## src/rtl/mem_stage_pipe_pkg.sv

```systemverilog
// Shared encodings for the EX/MEM pipeline register and its load formatter.
package mem_stage_pipe_pkg;

  // Load operation carried down the pipe with each entry.
  typedef enum logic [2:0] {
    MEMOPNOP = 3'd0,
    MEMOPLB  = 3'd1,
    MEMOPLBU = 3'd2,
    MEMOPLH  = 3'd3,
    MEMOPLHU = 3'd4,
    MEMOPLW  = 3'd5,
    MEMOPLWU = 3'd6,
    MEMOPLD  = 3'd7
  } mem_op_e;

  // Exception and ctrl-op codes; cast to the instance widths at the use site.
  localparam int ISAEXP_NOEXP    = 0;
  localparam int ISAEXP_MISALIGN = 3;
  localparam int CTRLOPNOP       = 0;

  // Width-independent part of a stage payload.
  typedef struct packed {
    logic    en;
    logic    br_flag;
    logic    gpr_we_;
    mem_op_e mem_op;
  } stage_ctrl_t;

  localparam stage_ctrl_t BUBBLE_CTRL = '{en: 1'b0, br_flag: 1'b0, gpr_we_: 1'b1, mem_op: MEMOPNOP};

  // Byte-offset width inside one data word: 2 for 32-bit, 3 for 64-bit.
  function automatic int offset_width(int dw);
    return (dw == 64) ? 3 : 2;
  endfunction

endpackage

```

## src/rtl/mem_stage_pipe_load_fmt.sv

```systemverilog
// Load-data formatter: selects the byte/half/word/dword addressed by the
// stored offset and sign- or zero-extends it to DW. NOP passes the ALU result.
module load_fmt
  import mem_stage_pipe_pkg::*;
#(
  parameter int DW   = 32,
  parameter int OFFW = offset_width(DW)
) (
  input  mem_op_e         mem_op,
  input  logic [OFFW-1:0] offset,
  input  logic [DW-1:0]   rd_data,
  input  logic [DW-1:0]   data,
  output logic [DW-1:0]   result
);

  logic [OFFW-1:0] off_h;
  logic [OFFW-1:0] off_w;
  logic [7:0]      byte_f;
  logic [15:0]     half_f;
  logic [31:0]     word_f;

  // Naturally-aligned field extraction, then extension per op.
  always_comb begin
    off_h      = offset;
    off_h[0]   = 1'b0;
    off_w      = offset;
    off_w[1:0] = 2'b00;
    byte_f     = rd_data[{offset, 3'b000} +: 8];
    half_f     = rd_data[{off_h, 3'b000} +: 16];
    word_f     = rd_data[{off_w, 3'b000} +: 32];
    result     = data;
    case (mem_op)
      MEMOPLB:  result = DW'($signed(byte_f));
      MEMOPLBU: result = DW'(byte_f);
      MEMOPLH:  result = DW'($signed(half_f));
      MEMOPLHU: result = DW'(half_f);
      MEMOPLW:  result = DW'($signed(word_f));
      MEMOPLWU: result = DW'(word_f);
      // On a 32-bit datapath the whole word is the aligned word, so this
      // also covers LD-as-LW there.
      MEMOPLD:  result = rd_data;
      default:  result = data;
    endcase
  end

endmodule

```

## src/rtl/mem_stage_pipe.sv

```systemverilog
// EX/MEM pipeline register, RD_LAT deep to match data-memory read latency,
// with the load formatter on the last stage.
// Optional: define MISALIGN_EXP_EN to raise ISAEXP_MISALIGN on misaligned
// LH/LW/LWU/LD at EX capture instead of silently truncating the offset.
module mem_stage_pipe
  import mem_stage_pipe_pkg::*;
#(
  parameter int DW     = 32,
  parameter int RD_LAT = 2,
  parameter int EXPW   = 3,
  parameter int CTRLW  = 2,
  parameter int RAW    = 5
) (
  input  logic             clk,
  input  logic             reset,
  input  logic             stall,
  input  logic             flush,
  input  logic             ex_en,
  input  logic [DW-1:0]    ex_pc,
  input  logic             ex_br_flag,
  input  logic [CTRLW-1:0] ex_ctrl_op,
  input  logic [RAW-1:0]   ex_dst_addr,
  input  logic             ex_gpr_we_,
  input  logic [EXPW-1:0]  ex_exp_code,
  input  logic [2:0]       ex_mem_op,
  input  logic [DW-1:0]    ex_out,
  input  logic [DW-1:0]    rd_data,
  output logic             mem_en,
  output logic [DW-1:0]    mem_pc,
  output logic             mem_br_flag,
  output logic [CTRLW-1:0] mem_ctrl_op,
  output logic [RAW-1:0]   mem_dst_addr,
  output logic             mem_gpr_we_,
  output logic [EXPW-1:0]  mem_exp_code,
  output logic [DW-1:0]    mem_out,
  output logic [2:0]       ld_inflight
);

  localparam int OFFW = offset_width(DW);
  localparam int LAST = RD_LAT - 1;

  stage_ctrl_t      ctrl_q [RD_LAT];
  stage_ctrl_t      ctrl_d [RD_LAT];
  logic [DW-1:0]    pc_q   [RD_LAT];
  logic [DW-1:0]    pc_d   [RD_LAT];
  logic [CTRLW-1:0] cop_q  [RD_LAT];
  logic [CTRLW-1:0] cop_d  [RD_LAT];
  logic [RAW-1:0]   dst_q  [RD_LAT];
  logic [RAW-1:0]   dst_d  [RD_LAT];
  logic [EXPW-1:0]  exp_q  [RD_LAT];
  logic [EXPW-1:0]  exp_d  [RD_LAT];
  logic [DW-1:0]    data_q [RD_LAT];
  logic [DW-1:0]    data_d [RD_LAT];
  logic [OFFW-1:0]  off_q  [RD_LAT];
  logic [OFFW-1:0]  off_d  [RD_LAT];
  logic [2:0]       ld_inflight_q;
  logic [2:0]       ld_inflight_d;

  stage_ctrl_t      cap_ctrl;
  logic [EXPW-1:0]  cap_exp;
  logic [DW-1:0]    cap_data;
  logic [DW-1:0]    fmt_result;
`ifdef MISALIGN_EXP_EN
  logic             misalign;
`endif

  // Build the stage-0 payload from EX, turning misaligned loads into
  // exception bubbles when that check is enabled.
  always_comb begin
    cap_ctrl.en      = ex_en;
    cap_ctrl.br_flag = ex_br_flag;
    cap_ctrl.gpr_we_ = ex_gpr_we_;
    cap_ctrl.mem_op  = mem_op_e'(ex_mem_op);
    cap_exp          = ex_exp_code;
    cap_data         = ex_out;
`ifdef MISALIGN_EXP_EN
    case (mem_op_e'(ex_mem_op))
      MEMOPLH:           misalign = ex_out[0];
      MEMOPLW, MEMOPLWU: misalign = |ex_out[1:0];
      MEMOPLD:           misalign = |ex_out[OFFW-1:0];
      default:           misalign = 1'b0;
    endcase
    if (misalign && (ex_exp_code == EXPW'(ISAEXP_NOEXP))) begin
      cap_exp          = EXPW'(ISAEXP_MISALIGN);
      cap_ctrl.gpr_we_ = 1'b1;
      cap_ctrl.mem_op  = MEMOPNOP;
      cap_data         = '0;
    end
`endif
  end

  // Next state: hold on stall, bubble everything on flush, else shift.
  // The load count is taken over the post-edge contents.
  always_comb begin
    ctrl_d = ctrl_q;
    pc_d   = pc_q;
    cop_d  = cop_q;
    dst_d  = dst_q;
    exp_d  = exp_q;
    data_d = data_q;
    off_d  = off_q;
    if (!stall) begin
      if (flush) begin
        for (int i = 0; i < RD_LAT; i++) begin
          ctrl_d[i] = BUBBLE_CTRL;
          pc_d[i]   = '0;
          cop_d[i]  = CTRLW'(CTRLOPNOP);
          dst_d[i]  = '0;
          exp_d[i]  = EXPW'(ISAEXP_NOEXP);
          data_d[i] = '0;
          off_d[i]  = '1;
        end
      end else begin
        ctrl_d[0] = cap_ctrl;
        pc_d[0]   = ex_pc;
        cop_d[0]  = ex_ctrl_op;
        dst_d[0]  = ex_dst_addr;
        exp_d[0]  = cap_exp;
        data_d[0] = cap_data;
        off_d[0]  = ex_out[OFFW-1:0];
        for (int i = 1; i < RD_LAT; i++) begin
          ctrl_d[i] = ctrl_q[i-1];
          pc_d[i]   = pc_q[i-1];
          cop_d[i]  = cop_q[i-1];
          dst_d[i]  = dst_q[i-1];
          exp_d[i]  = exp_q[i-1];
          data_d[i] = data_q[i-1];
          off_d[i]  = off_q[i-1];
        end
      end
    end
    ld_inflight_d = '0;
    for (int i = 0; i < RD_LAT; i++) begin
      if (ctrl_d[i].en && (ctrl_d[i].mem_op != MEMOPNOP)) begin
        ld_inflight_d = ld_inflight_d + 3'd1;
      end
    end
  end

  // Stage registers; async reset fills every stage with a bubble.
  always_ff @(posedge clk or negedge reset) begin
    if (!reset) begin
      for (int i = 0; i < RD_LAT; i++) begin
        ctrl_q[i] <= BUBBLE_CTRL;
        pc_q[i]   <= '0;
        cop_q[i]  <= CTRLW'(CTRLOPNOP);
        dst_q[i]  <= '0;
        exp_q[i]  <= EXPW'(ISAEXP_NOEXP);
        data_q[i] <= '0;
        off_q[i]  <= '1;
      end
      ld_inflight_q <= '0;
    end else begin
      ctrl_q        <= ctrl_d;
      pc_q          <= pc_d;
      cop_q         <= cop_d;
      dst_q         <= dst_d;
      exp_q         <= exp_d;
      data_q        <= data_d;
      off_q         <= off_d;
      ld_inflight_q <= ld_inflight_d;
    end
  end

  load_fmt #(.DW(DW), .OFFW(OFFW)) u_load_fmt (
    .mem_op  (ctrl_q[LAST].mem_op),
    .offset  (off_q[LAST]),
    .rd_data (rd_data),
    .data    (data_q[LAST]),
    .result  (fmt_result)
  );

  // Result is zero for a bubble and while a flush is taking effect.
  always_comb begin
    mem_out = '0;
    if (ctrl_q[LAST].en && !(flush && !stall)) begin
      mem_out = fmt_result;
    end
  end

  assign mem_en       = ctrl_q[LAST].en;
  assign mem_pc       = pc_q[LAST];
  assign mem_br_flag  = ctrl_q[LAST].br_flag;
  assign mem_ctrl_op  = cop_q[LAST];
  assign mem_dst_addr = dst_q[LAST];
  assign mem_gpr_we_  = ctrl_q[LAST].gpr_we_;
  assign mem_exp_code = exp_q[LAST];
  assign ld_inflight  = ld_inflight_q;

endmodule

```

## config.mk

```make
export PLATFORM = sky130hd
export DESIGN_NAME = mem_stage_pipe
export DESIGN_NICKNAME = d
export VERILOG_FILES = /design/src/rtl/mem_stage_pipe_pkg.sv /design/src/rtl/mem_stage_pipe_load_fmt.sv /design/src/rtl/mem_stage_pipe.sv
export SDC_FILE = /design/constraint.sdc
export NUM_CORES = 1
export LEC_CHECK = 0
export ABC_AREA = 1
export CAP_MARGIN = 10
export CORE_MARGIN = 2
export CORE_UTILIZATION = 45
export CTS_CLUSTER_SIZE = 24
export DETAILED_ROUTE_END_ITERATION = 8
export GPL_TIMING_DRIVEN = 0
export PLACE_DENSITY = 0.74
export REMOVE_ABC_BUFFERS = 1
export SLEW_MARGIN = 10
export SYNTH_ARGS = -nofsm -noshare
export SYNTH_HDL_FRONTEND = slang
export SYNTH_HIERARCHICAL = 1
export SYNTH_SLANG_ARGS = --single-unit
```

## constraint.sdc

```tcl
create_clock -name clk -period 1.6 [get_ports clk]
set_input_delay 0.16 -clock clk [delete_from_list [all_inputs] [get_ports clk]]
set_output_delay 0.16 -clock clk [all_outputs]
set_load 0.01 [all_outputs]
```

-- Yosys cells after proc, flatten, opt, wreduce, memory -nomap -nowiden
Cells that the tools add are included.
- add/sub/neg operators: 1
- muxes and demuxes: 12
- reduce and logical (&&, ||, !) cells: 9
- equality and inequality tests: 7
- shift operators: 2
- operator list (operator ; number):
    32-bit case mux with 5 select lines ; 1
    64-bit two-way mux ; 2
    32-bit two-way mux ; 1
    32-bit by 6-bit indexed part select with 16-bit output ; 1
    32-bit by 6-bit indexed part select with 8-bit output ; 1
    12-bit two-way mux ; 2
    3-bit == test, second input constant ; 4
    10-bit two-way mux ; 1
    4-bit two-way mux ; 2
    3-bit by 2-bit == test with 1-bit output, second input constant ; 2
    6-bit two-way mux ; 1
    3-bit nonzero test ; 2
    1-bit logical AND ; 4
    3-bit by 1-bit adder with 3-bit output, second input constant ; 1
    3-bit by 1-bit == test with 1-bit output, second input constant ; 1
    3-bit two-way mux ; 1
    3-bit OR reduction ; 1
    1-bit zero test ; 2
    1-bit two-way mux ; 1
- bits of input ports: 116
- flip-flop bits (word level): 167
- output and inout port bits: 80
- logic and storage cells: 52

-- Longest topological paths before layout
- depth in word-level cells: 7
- depth in mapped cells: 10
- gate-level depth less buffers: 9

-- Modules after synthesis
Netlist, hierarchy kept.
- modules (own cells, without submodules) (module ; area each (um^2) ; times used ; cells each ; seq. area each (um^2)):
    mem_stage_pipe ; 6860.3 ; 1 ; 731 ; 4161.5
    load_fmt ; 1246.2 ; 1 ; 237 ; 0.0

-- Worst setup path after synthesis
Ideal clock, no wire load.
- path kind: register -> output
- start: register off_q[0] in the netlist's numbering
- end: output mem_out[8]
- arrival: 1.436 ns
- setup slack: 0.004 ns
- stages on the path, launching flop included: 11
- path buffers: 2
- required time: 1.440 ns
- cell sequence: dfstp_2 > buf_2 > inv_2 > nand3_2 > nand3_4 > buf_6 > nand2_1 > inv_2 > nand3_2 > inv_1 > nor2_1
- word-level cells in the longest chain between the ends: 3
- ends and longest elaborated chain (item ; RTL line ; text):
    start, declared ; mem_stage_pipe.sv:54 ; logic [OFFW-1:0] off_q [RD_LAT];
    start signal, assigned by index ; mem_stage_pipe.sv:150 ; off_q[i] <= '1;
    start signal, assigned ; mem_stage_pipe.sv:160 ; off_q <= off_d;
    32-bit by 6-bit indexed part select with 8-bit output ; mem_stage_pipe_load_fmt.sv:28 ; byte_f = rd_data[{offset, 3'b000} +: 8];
    32-bit case mux with 5 select lines ; mem_stage_pipe_load_fmt.sv:32 ; case (mem_op)
    net fmt_result[8] ; mem_stage_pipe.sv:62 ; logic [DW-1:0] fmt_result;
    32-bit two-way mux ; mem_stage_pipe.sv:176 ; if (ctrl_q[LAST].en && !(flush && !stall)) begin
    end, declared ; mem_stage_pipe.sv:35 ; output logic [DW-1:0] mem_out,
The timed path passes the listed nets, and every way through them passes these cells.

-- Final worst setup path
- start: register off_q[1] in the netlist's numbering
- end: output mem_out[22]
- word-level cells in the longest chain between the ends: 3
- elaborated cells between the ends (all ways): 4
- those cells by class: shift: 2; mux: 2
- ends and longest elaborated chain (item ; RTL line):
    32-bit by 6-bit indexed part select with 16-bit output or 32-bit by 6-bit indexed part select with 8-bit output (tied branches) ; mem_stage_pipe_load_fmt.sv:29, mem_stage_pipe_load_fmt.sv:28
    32-bit case mux with 5 select lines * ; mem_stage_pipe_load_fmt.sv:32
    net fmt_result[22] ; mem_stage_pipe.sv:62
    32-bit two-way mux * ; mem_stage_pipe.sv:176
Mark *: on every way through the listed nets, which the timed path passes. The rest lies on a longest branch.

==> results.sh <==
export IMPL_synth_top_area_share=0.4939
export IMPL_num_rows=49
export IMPL_clkSinkCount=166
export IMPL_tritoncts="done"
export IMPL_drt_vias_per_instance=5.206
export IMPL_ys_ff_latch=166
export IMPL_power_density_nw_per_um2=976.1
export IMPL_p_sw_mw=2.932
export IMPL_dieWidth_um=138.2
export IMPL_synth_cells=968
export IMPL_grt_usage=0.2462
export IMPL_setup_ws_ps=-616.3
export IMPL_fin_nets=1246
export IMPL_numCtsBuffers=17
export IMPL_first_iter_violations=517
export IMPL_start_kind="flop"
export IMPL_synth_most_common_cell="nand2_1"
export IMPL_p_int_mw=7.679
export IMPL_power_frac_seq=0.438
export IMPL_root_buffer="clkbuf_16"
export IMPL_yosysWarnings=6
export IMPL_port_buffers=194
export IMPL_status="finished, violations left"
export IMPL_synthSimpleGateAreaFrac=0.2240
export IMPL_clockBufferDepth=2
export IMPL_dpl_cell_area_um2=9756
export IMPL_synthArstFlopShare=1.000
export IMPL_synthAdderAreaFrac=0.001543
export IMPL_hold_viol=0
export IMPL_min_path_type="in -> reg"
export IMPL_ant_nets=0
export IMPL_whs_ps=204.2
export IMPL_pwr_share_clk=0.384
export IMPL_synth_commonest_cells="nand2_1, dfrtp_1, inv_1"
export IMPL_fin_crit_ps=2216
export IMPL_cp_max_fo=6
export IMPL_fp_dieH_um=138.2
export IMPL_core_area_um2=17840
export IMPL_violations="negative setup slack"
export IMPL_ioPinCount=196
export IMPL_peakVddDrop_mv=0.6738
export IMPL_layout_worst_path_cycle_share=1.385
export IMPL_p_leak_nw=5.075
export IMPL_sw_frac_of_total=0.2763
export IMPL_synth_compound_area_frac=0.1121
export IMPL_antenna_cells=0
export IMPL_ys_types=31
export IMPL_drive_above_1_share=0.1848
export IMPL_path_cells="inv_8 -> nand2_4 -> nand3_4 -> nand3_4 -> buf_6 -> nand4_1 -> inv_1 -> nor2_1 -> buf_2"
export IMPL_crit_top_cell="nand3_4"
export IMPL_crit_arrival_ps=2060
export IMPL_rsz0062_at_grt="yes"
export IMPL_syn_to_final_growth_pct=34.11
export IMPL_critPathRequiredTime_ps=1440
export IMPL_max_stage_delay_ps=700
export IMPL_gp_congestion=0.8467
export IMPL_combPwrFrac=0.178
export IMPL_fin_area_um2=10870
export IMPL_grt_pass1_vias=7039
export IMPL_slew_headroom=0.4820
export IMPL_firstDrtPassIters=5
export IMPL_yosysTopAreaCell="dfrtp_1"
export IMPL_grt_start_max_net_pins=98
export IMPL_syn_area_um2=8107
export IMPL_wl_per_cell_um=17.09
export IMPL_initial_core_util=0.4544
export IMPL_die_area_um2=19100
export IMPL_synth_area_top_cells="dfrtp_1, nand2_1, o21ai_0, inv_1, buf_4"
export IMPL_clock_latency_ps=420
export IMPL_clock_skew_ps=11.01
export IMPL_synth_xor_area_share=0
export IMPL_max_cap_violations=0
export IMPL_seq_area_frac_synth=0.5134
export IMPL_h_tree_depth=4
export IMPL_synth_ff_type="dfrtp_1"
export IMPL_route_detailed_drc=0
export IMPL_tightest_slew_ps=777.1
export IMPL_synth_top_family_by_area="simple AND/OR/NAND/NOR gates"
export IMPL_antenna_found_initial=1
export IMPL_final_max_slew_viol_count=0
export IMPL_vias=7138
export IMPL_cp_end_kind="output port"
export IMPL_total_power_mw=10.61
export IMPL_muxShareOfSynthArea=0
export IMPL_synth_edff_count=0
export IMPL_grt_pass1_wl_mm=37.76
export IMPL_synth_area_per_cell_um2=8.375
export IMPL_fmax_mhz=451.2
export IMPL_dp_hpwl_mm=13.21
export IMPL_worstSetupPathType="reg -> out"
export IMPL_setup_viol=32
export IMPL_clk_pin_slew_ps=70
export IMPL_routed_wl_mm=23.43
export IMPL_grt_overflow_total=0
export IMPL_cpMaxStageDelayCell="dfstp_4"
==> metrics by stage <==
step	util	std cells	setup WS, ps	setup TNS [ps]
finish	0.6094	1371	-616.3	-17880
global placement	0.5408	1293	-6513	-1989210
global route	0.6094	1371	-674.7	-20420
floorplan	-	870	-368.2	-14360
detailed placement	0.5468	1297	-1564	-106530
CTS	0.6019	1369	-652.5	-18810
==> power by group through the flow <==
| stage | clock network (mW) | logic (mW) | registers [mW] |
|---|---|---|---|
| 4_1_cts | 4.18 | 1.82 | 4.65 |
| 3_5_place_dp | 0 | 1.58 | 4.74 |
| 2_1_floorplan | 0 | 0.670 | 4.74 |
| 6_report | 4.08 | 1.89 | 4.65 |
| 5_1_grt | 4.35 | 2.06 | 4.68 |
| 3_3_place_gp | 0 | 1.53 | 4.74 |
==> kinds of logic after synthesis <==
kind of cell	Yosys count
other	1
adders and majority gates	1
and+or+nand+nor	401
DFF	166
AOI/OAI and AO/OA	163
buffers and inverters	236
==> layout by cell type (no fill, tap or decap), types with 2 or more instances in the layout <==
master           count
inv_6                4
bufinv_16            2
inv_8                3
nor2_1              39
buf_6                8
clkbuf_16           18
nand2_4              9
nand2_8              3
buf_8                2
a21oi_1              7
buf_12               6
clkinvlp_4           5
buf_16               3
buf_2               30
clkbuf_1             3
dfrtp_1            157
o21ai_0            128
nand3_1             51
inv_2               11
o21ai_2             20
inv_1              121
nor2_4               4
inv_4                2
nand2_1            233
a22oi_1              5
nand2_2             20
clkdlybuf4s50_1    158
nand3_2             16
clkinv_4             2
dlygate4sd2_1        2
o22ai_1              2
buf_4               21
nand3_4              7
dfrtp_2              2
dfstp_2              5
nand4_1             19
==> layout make-up <==
cell class | instances | area [um2]
Clock buffer | 20 | 436.7
Clock inverter | 12 | 143.9
Fill cell | 1535 | 6969
Inverter | 138 | 548.0
Multi-Input combinational cell | 572 | 3002
Sequential cell | 166 | 4172
Tap cell | 229 | 286.5
Timing Repair Buffer | 234 | 2283
==> registers in the layout, summed over array words and instances (netlist names), 2 cells and up <==
signal / count
off_q: 4
pc_q: 32
mem_pc: 32
mem_exp_code: 3
data_q: 64
mem_ctrl_op: 2
ctrl_q: 9
dst_q: 5
cop_q: 2
ld_inflight: 2
mem_dst_addr: 5
exp_q: 3
==> layer usage <==
metal | track usage | vias up | routed length, um
met5 | 0 | - | 13
met4 | 0.09936 | 2 | 814
met3 | 0.08071 | 70 | 2472
met2 | 0.3721 | 357 | 10490
met1 | 0.3300 | 3377 | 9635
li1 | - | 3332 | -
==> critical path: cells and delay by family, from the launching register on <==
| kind | cells | cell delay (ps) |
|---|---|---|
| DFF | 1 | 700 |
| buffers and inverters | 4 | 440 |
| and+or+nand+nor | 5 | 500 |
==> final timing paths <==
kind | from | end | slack [ps] | depth (start not counted)
max | off_q[1]$_DFFE_PN1N_ | mem_out[22] | -620 | 9
min reg2reg | off_q[2]$_DFFE_PN1N_ | off_q[0]$_DFFE_PN1N_ | 480 | 2
max reg2reg | ctrl_q[2]$_DFF_PN0_ | ld_inflight[0]$_DFF_PN0_ | 70 | 4
max in group asynchronous | reset | mem_pc[21]$_DFFE_PN0N_ | 410 | 3
min in group asynchronous | reset | data_q[3]$_DFFE_PN0N_ | 350 | 2
min | stall | data_q[3]$_DFFE_PN0N_ | 200 | 3
==> what timing repair did <==
item	in CTS	in global routing
pin swaps	30	19
setup buffers	33	1
hold buffers	1	0
endpoints found under the setup margin	111	55
resized for setup	169	45
gates cloned	6	1
hold endpoints to repair	91	0
Power figures use the tool's default switching activity.
